### src/rtl/jam_search_pkg.sv
// Shared types for the exhaustive assignment search: permutation storage sized for the largest N,
// FSM state encoding and the identity permutation used on every (re)start.
package jam_pkg;

  localparam int MAX_N  = 8;
  localparam int MAX_IW = 3;

  typedef logic [MAX_IW-1:0] idx_t;
  typedef idx_t [MAX_N-1:0]  perm_t;

  typedef enum logic [1:0] {
    S_LOAD   = 2'd0,
    S_SEARCH = 2'd1,
    S_FLUSH  = 2'd2,
    S_DONE   = 2'd3
  } state_t;

  function automatic perm_t identity_perm();
    perm_t p;
    for (int k = 0; k < MAX_N; k++) p[k] = idx_t'(k);
    return p;
  endfunction

endpackage

### src/rtl/jam_search_if.sv
// Host-side bundle of the search engine: matrix load indices/cost, re-run request and results.
// The engine drives through 'master'; the host answers Cost combinationally through 'slave'.
interface jam_search_if #(
  parameter int N   = 8,
  parameter int CW  = 7,
  parameter int MCW = 16
) ();
  localparam int IW = $clog2(N);
  localparam int SW = CW + IW;

  logic            Start;
  logic [IW-1:0]   W;
  logic [IW-1:0]   J;
  logic [CW-1:0]   Cost;
  logic [SW-1:0]   MinCost;
  logic [MCW-1:0]  MatchCount;
  logic [N*IW-1:0] BestPerm;
  logic            Valid;

  modport master (
    input  Start, Cost,
    output W, J, MinCost, MatchCount, BestPerm, Valid
  );

  modport slave (
    output Start, Cost,
    input  W, J, MinCost, MatchCount, BestPerm, Valid
  );
endinterface

### src/rtl/jam_search_next_perm.sv
// Combinational lexicographic successor of the first N entries of a permutation; zero latency.
// 'last' flags a strictly descending input, for which perm_nxt carries no meaning.
module jam_next_perm import jam_pkg::*; #(
  parameter int N = 8
) (
  input  perm_t perm,
  output perm_t perm_nxt,
  output logic  last
);
  perm_t swp;
  int    piv;
  int    sel;

  always_comb begin
    last = 1'b1;
    piv  = 0;
    sel  = 0;
    for (int i = 0; i < N-1; i++)
      if (perm[i] < perm[i+1]) begin
        piv  = i;
        last = 1'b0;
      end
    for (int j = 0; j < N; j++)
      if (j > piv && perm[j] > perm[piv]) sel = j;
    swp      = perm;
    swp[piv] = perm[sel];
    swp[sel] = perm[piv];
    perm_nxt = swp;
    // Tail after the pivot is descending, so reversing it gives the smallest suffix.
    for (int k = 0; k < N; k++)
      if (k > piv) perm_nxt[k] = swp[N + piv - k];
  end
endmodule

### src/rtl/jam_search.sv
// Loads an NxN cost matrix, then scores one permutation per cycle through a 2-stage sum/compare pipe.
// Results valid N*N + N! + 2 cycles after reset or Start; no backpressure, Cost must answer same cycle.
module jam_search import jam_pkg::*; #(
  parameter int N   = 8,
  parameter int CW  = 7,
  parameter int MCW = 16
) (
  input logic          CLK,
  input logic          RST,
  jam_search_if.master bus
);
  localparam int IW = $clog2(N);
  localparam int SW = CW + IW;

  state_t         state, state_nxt;
  logic [CW-1:0]  matrix [N][N];
  logic [IW-1:0]  w, j;
  perm_t          perm, perm_nxt, s1_perm, best;
  logic           perm_last, perm_end, s1_vld, clear;
  logic [SW-1:0]  sum, s1_sum, min_cost;
  logic [MCW-1:0] match_cnt;

  jam_next_perm #(.N(N)) u_next_perm (
    .perm     (perm),
    .perm_nxt (perm_nxt),
    .last     (perm_last)
  );

  always_ff @(posedge CLK) begin
    if (RST) state <= S_LOAD;
    else     state <= state_nxt;
  end

  always_comb begin
    state_nxt = state;
    case (state)
      S_LOAD:   if (w == IW'(N-1) && j == IW'(N-1)) state_nxt = S_SEARCH;
      S_SEARCH: if (perm_end) state_nxt = S_FLUSH;
      S_FLUSH:  state_nxt = S_DONE;
      S_DONE:   if (bus.Start) state_nxt = S_LOAD;
      default:  state_nxt = S_LOAD;
    endcase
  end

  assign clear = RST || (state == S_DONE && bus.Start);

  always_comb begin
    sum = '0;
    for (int k = 0; k < N; k++) sum = sum + SW'(matrix[k][perm[k][IW-1:0]]);
  end

  always_ff @(posedge CLK) begin
    if (state == S_LOAD && !RST) matrix[w][j] <= bus.Cost;
  end

  always_ff @(posedge CLK) begin
    s1_sum  <= sum;
    s1_perm <= perm;
    if (clear) begin
      w         <= '0;
      j         <= '0;
      perm      <= identity_perm();
      perm_end  <= 1'b0;
      s1_vld    <= 1'b0;
      min_cost  <= '1;
      match_cnt <= '0;
      best      <= identity_perm();
    end else begin
      // perm_end holds the last permutation for one extra cycle so stage 1 scores it exactly once.
      s1_vld <= (state == S_SEARCH) && !perm_end;
      if (state == S_LOAD) begin
        if (j == IW'(N-1)) begin
          j <= '0;
          w <= (w == IW'(N-1)) ? '0 : w + 1'b1;
        end else begin
          j <= j + 1'b1;
        end
      end
      if (state == S_SEARCH && !perm_end) begin
        if (perm_last) perm_end <= 1'b1;
        else           perm     <= perm_nxt;
      end
      if (s1_vld) begin
        if (s1_sum < min_cost) begin
          min_cost  <= s1_sum;
          match_cnt <= MCW'(1);
          best      <= s1_perm;
        end else if (s1_sum == min_cost && match_cnt != '1) begin
          match_cnt <= match_cnt + 1'b1;
        end
      end
    end
  end

  assign bus.W          = w;
  assign bus.J          = j;
  assign bus.MinCost    = min_cost;
  assign bus.MatchCount = match_cnt;
  assign bus.Valid      = (state == S_DONE);

  for (genvar k = 0; k < N; k++) begin : g_best
    assign bus.BestPerm[k*IW +: IW] = best[k][IW-1:0];
  end
endmodule
### src/flat_wrapper.sv
// flat-port wrapper written by rule: the top's interface ports become plain ports
module jam_search_flat import jam_pkg::*;
#(
  parameter int N   = 8,
  parameter int CW  = 7,
  parameter int MCW = 16
)
  (CLK, RST, bus_Start, bus_Cost, bus_W, bus_J, bus_MinCost, bus_MatchCount, bus_BestPerm, bus_Valid);
  jam_search_if #(.N(N), .CW(CW), .MCW(MCW)) bus_i ();
  input logic CLK;
  input logic RST;
  input wire logic [$bits(bus_i.Start)-1:0] bus_Start;
  input wire logic [$bits(bus_i.Cost)-1:0] bus_Cost;
  output wire logic [$bits(bus_i.W)-1:0] bus_W;
  output wire logic [$bits(bus_i.J)-1:0] bus_J;
  output wire logic [$bits(bus_i.MinCost)-1:0] bus_MinCost;
  output wire logic [$bits(bus_i.MatchCount)-1:0] bus_MatchCount;
  output wire logic [$bits(bus_i.BestPerm)-1:0] bus_BestPerm;
  output wire logic [$bits(bus_i.Valid)-1:0] bus_Valid;
  assign bus_i.Start = bus_Start;
  assign bus_i.Cost = bus_Cost;
  assign bus_W = bus_i.W;
  assign bus_J = bus_i.J;
  assign bus_MinCost = bus_i.MinCost;
  assign bus_MatchCount = bus_i.MatchCount;
  assign bus_BestPerm = bus_i.BestPerm;
  assign bus_Valid = bus_i.Valid;
  jam_search #(.N(N), .CW(CW), .MCW(MCW)) u_core (.CLK(CLK), .RST(RST), .bus(bus_i));
endmodule
### config.mk
export PLATFORM = sky130hd
export DESIGN_NAME = jam_search_flat
export DESIGN_NICKNAME = d
export VERILOG_FILES = /design/src/rtl/jam_search_pkg.sv /design/src/rtl/jam_search_if.sv /design/src/rtl/jam_search_next_perm.sv /design/src/rtl/jam_search.sv /design/src/flat_wrapper.sv
export SDC_FILE = /design/constraint.sdc
export NUM_CORES = 1
export LEC_CHECK = 0
export ABC_AREA = 1
export CAP_MARGIN = 20
export CORE_MARGIN = 2
export CORE_UTILIZATION = 55
export DETAILED_ROUTE_END_ITERATION = 12
export PLACE_DENSITY = 0.77
export SLEW_MARGIN = 30
export SYNTH_ARGS = -nofsm -noshare
export SYNTH_HDL_FRONTEND = slang
export SYNTH_SLANG_ARGS = --single-unit
### constraint.sdc
create_clock -name CLK -period 6.8 [get_ports CLK]
set_input_delay 1.36 -clock CLK [delete_from_list [all_inputs] [get_ports CLK]]
set_output_delay 1.36 -clock CLK [all_outputs]
set_load 0.05 [all_outputs]
==> metrics.yaml <==
yosys:
  ys_ff_latch: 566
  yosys.area_share.simple_pct: 18.0
  postSynthCellCount: 2582
  synth-adder-area-share_pct: 6.25
  synth_top_cell_by_area: "edfxtp_1"
  synth_top_family_by_area: "simple AND/OR/NAND/NOR gates"
  synthDistinctLibCells: 46
  synthMuxAreaShare_pct: 0
  ys_async_sr_fraction_pct: 0
  synth_edf_count: 448
  synth_compound_area_share_pct: 10.4
  synth-xor-area-share_pct: 0.403
  synthTopCellsByArea: "edfxtp_1 52%, dfxtp_1 9.0%, nand2_1 6.0%"
  syn_area_mm2: 0.0261
  yosysWarnings: 0
  syn_avg_cell_area_um2: 10.1
  ys.flop_type: "edfxtp_1"
  ys_seq_area_share_pct: 60.6
  synth_top_cell_area_share_pct: 51.5
  synth_nets: 2702
detailed_routing:
  antenna_left: 0
  vias: 19893
  drtIter0Drc: 2545
  routed_wl_mm: 73.4
  wl_per_cell_um: 22.2
  drt_first_pass_iters: 6
  vias_per_cell: 6.03
  drc: 0
global_route:
  antenna_found_initial: 0
  grt_pass1_vias: 19316
  grt_usage_pct: 29.7
  grt_overflow: 0
  grt_max_degree: 65
  grt_pass1_wl_mm: 112
finish:
  layout_common_cells: "448 x edfxtp_1, 416 x nand2_1, 386 x nor2_1"
  syn2layout_area_growth_pct: 12.5
  layout-drive-gt1-share_pct: 7.43
  mostFrequentLayoutCell: "edfxtp_1"
  finalInstanceArea_mm2: 0.0294
  nNetsFinal: 2767
  antennaDiodeCount: 0
floorplanning:
  dieArea_mm2: 0.0492
  initial_core_util_pct: 56.0
  die_y_um: 222
  die_w_um: 222
  core_area_mm2: 0.0467
  ios: 67
  row_count: 79
clock_tree:
  clk_latency_ns: 0.63
  cts_tree: "built"
  hold_buffers: 0
  cts_num_sinks: 566
  cts_buffers: 56
  post-cts-setup-buffer-count: 0
  cts.repair.resized: 0
  cts-root-buf: "clkbuf_16"
  h-tree-depth: 2
  cts.clk_slew.worst_paths_ns: 0.06
  cts_buffer_depth: 3
setup_path:
  worstSetupEndpointType: "flop"
  critPathSlowestCell: "inv_1"
  r2r-start: "u_core.perm[0]"
  critPathMostFrequentCell: "nor2_1"
  startpoint: "u_core.perm[0]"
  crit_family: "adder cells"
  critPathMaxStageDelay_ns: 0.59
  critPathBufInv: 3
  cp-start-kind: "flop"
  worst_ep_arrival_time_ns: 6.52
  required_ns: 7.34
  path_class: "flop to flop"
  crit_fanout: 30
timing:
  setup_viol: 0
  finClkSkew_ns: 0.0278
  fin_crit_ns: 5.99
  fin_crit_sh_pct: 88.0
  finalHoldViolCount: 0
  holdWs_ns: 0.442
  tns_ns: 0
  slew_viol_final: 0
  worst_pin_slew_ns: 0.987
  timing.fmax_mhz: 167
  slew_headroom_pct: 34.1
  grt_setup_unrepaired: "false"
run:
  max_cap_violations: 0
placed_design:
  place_hpwl_mm: 49.4
  portBuffers: 66
  place_area_mm2: 0.0275
  gp_congestion: 0.983
min_path:
  holdCritStartpoint: "u_core.s1_perm[15]"
  min_path_type: "flop to flop"
outcome:
  status: "completed"
-- flip-flops by register name (all words and copies together) (netlist names), 10 cells and up --
signal,cells
u_core.perm,24
u_core.bus.BestPerm,24
u_core.bus.MatchCount,16
u_core.matrix,448
u_core.s1_perm,24
u_core.bus.MinCost,10
u_core.s1_sum,10
-- cell usage after synthesis, types with 2 or more instances --
master and number:
buf_1 8, nand4_1 13, dfxtp_1 118, a32o_1 10
nor2_1 387, inv_1 153, o221ai_1 6, o21ai_0 227
buf_2 12, o22ai_1 39, nand3_2 6, a221oi_1 4
nand3b_1 4, nor3_1 8, a211oi_1 5, ha_1 76
nand2_4 2, o21bai_1 3, inv_2 22, clkinv_1 6
clkbuf_1 91, edfxtp_1 448, a32oi_1 8, o211ai_1 7
nor2_4 7, o21ai_1 9, a31oi_1 32, nand2_1 416
nor2_2 3, nand2_2 7, xnor2_1 4, nand3_1 259
xor2_1 8, a21oi_1 127, buf_6 3, fa_1 34
-- logic make-up after synthesis --
| kind of cell | count (synthesis) |
|---|---|
| and+or+nand+nor | 1113 |
| DFF | 566 |
| AOI/OAI and AO/OA | 486 |
| buffers and inverters | 295 |
| adders and majority gates | 110 |
| xor gates and xnor gates | 12 |
-- per-layer routing --
| metal | share of wire [%] | global-route usage [%] |
|---|---|---|
| met1 | 40 | 40.3 |
| met3 | 9.4 | 5.39 |
| met5 | 0 | 0 |
| met2 | 46 | 47.8 |
| met4 | 4.3 | 11.9 |
-- stage by stage --
step	setup WS [ns]	cells	utilization [%]
after global placement	0.958	3196	58.8
final	0.814	3299	62.9
after floorplan	1.41	2582	-
after detailed placement	0.885	3196	58.8
after CTS	0.862	3299	62.9
after global routing	0.423	3299	62.9
-- worst paths after layout --
| path | to | slack [ns] | cells after the start |
|---|---|---|---|
| max | u_core.s1_sum[9] | 0.81 | 25 |
| min | u_core.bus.BestPerm[15] | 0.44 | 2 |
| max reg2reg | u_core.s1_sum[9] | 0.81 | 25 |
| min reg2reg | u_core.bus.BestPerm[15] | 0.44 | 2 |
-- tightest hold or removal path, stage by stage (launching register included) --
cell,delay (ns)
dfxtp_1,0.31
nand2_1,0.05
nand3_1,0.06
-- layout make-up --
type,count,area [µm²]
Fill cell,3637,17300
Sequential cell,566,15800
Multi-Input combinational cell,1721,9160
Timing Repair Buffer,121,1040
Tap cell,607,759
Clock inverter,37,453
Inverter,181,679
Clock buffer,66,1450
Power is left out: the tool's default activity adds up to more than one toggle a clock period on the data nets, which glitch-free logic cannot reach.
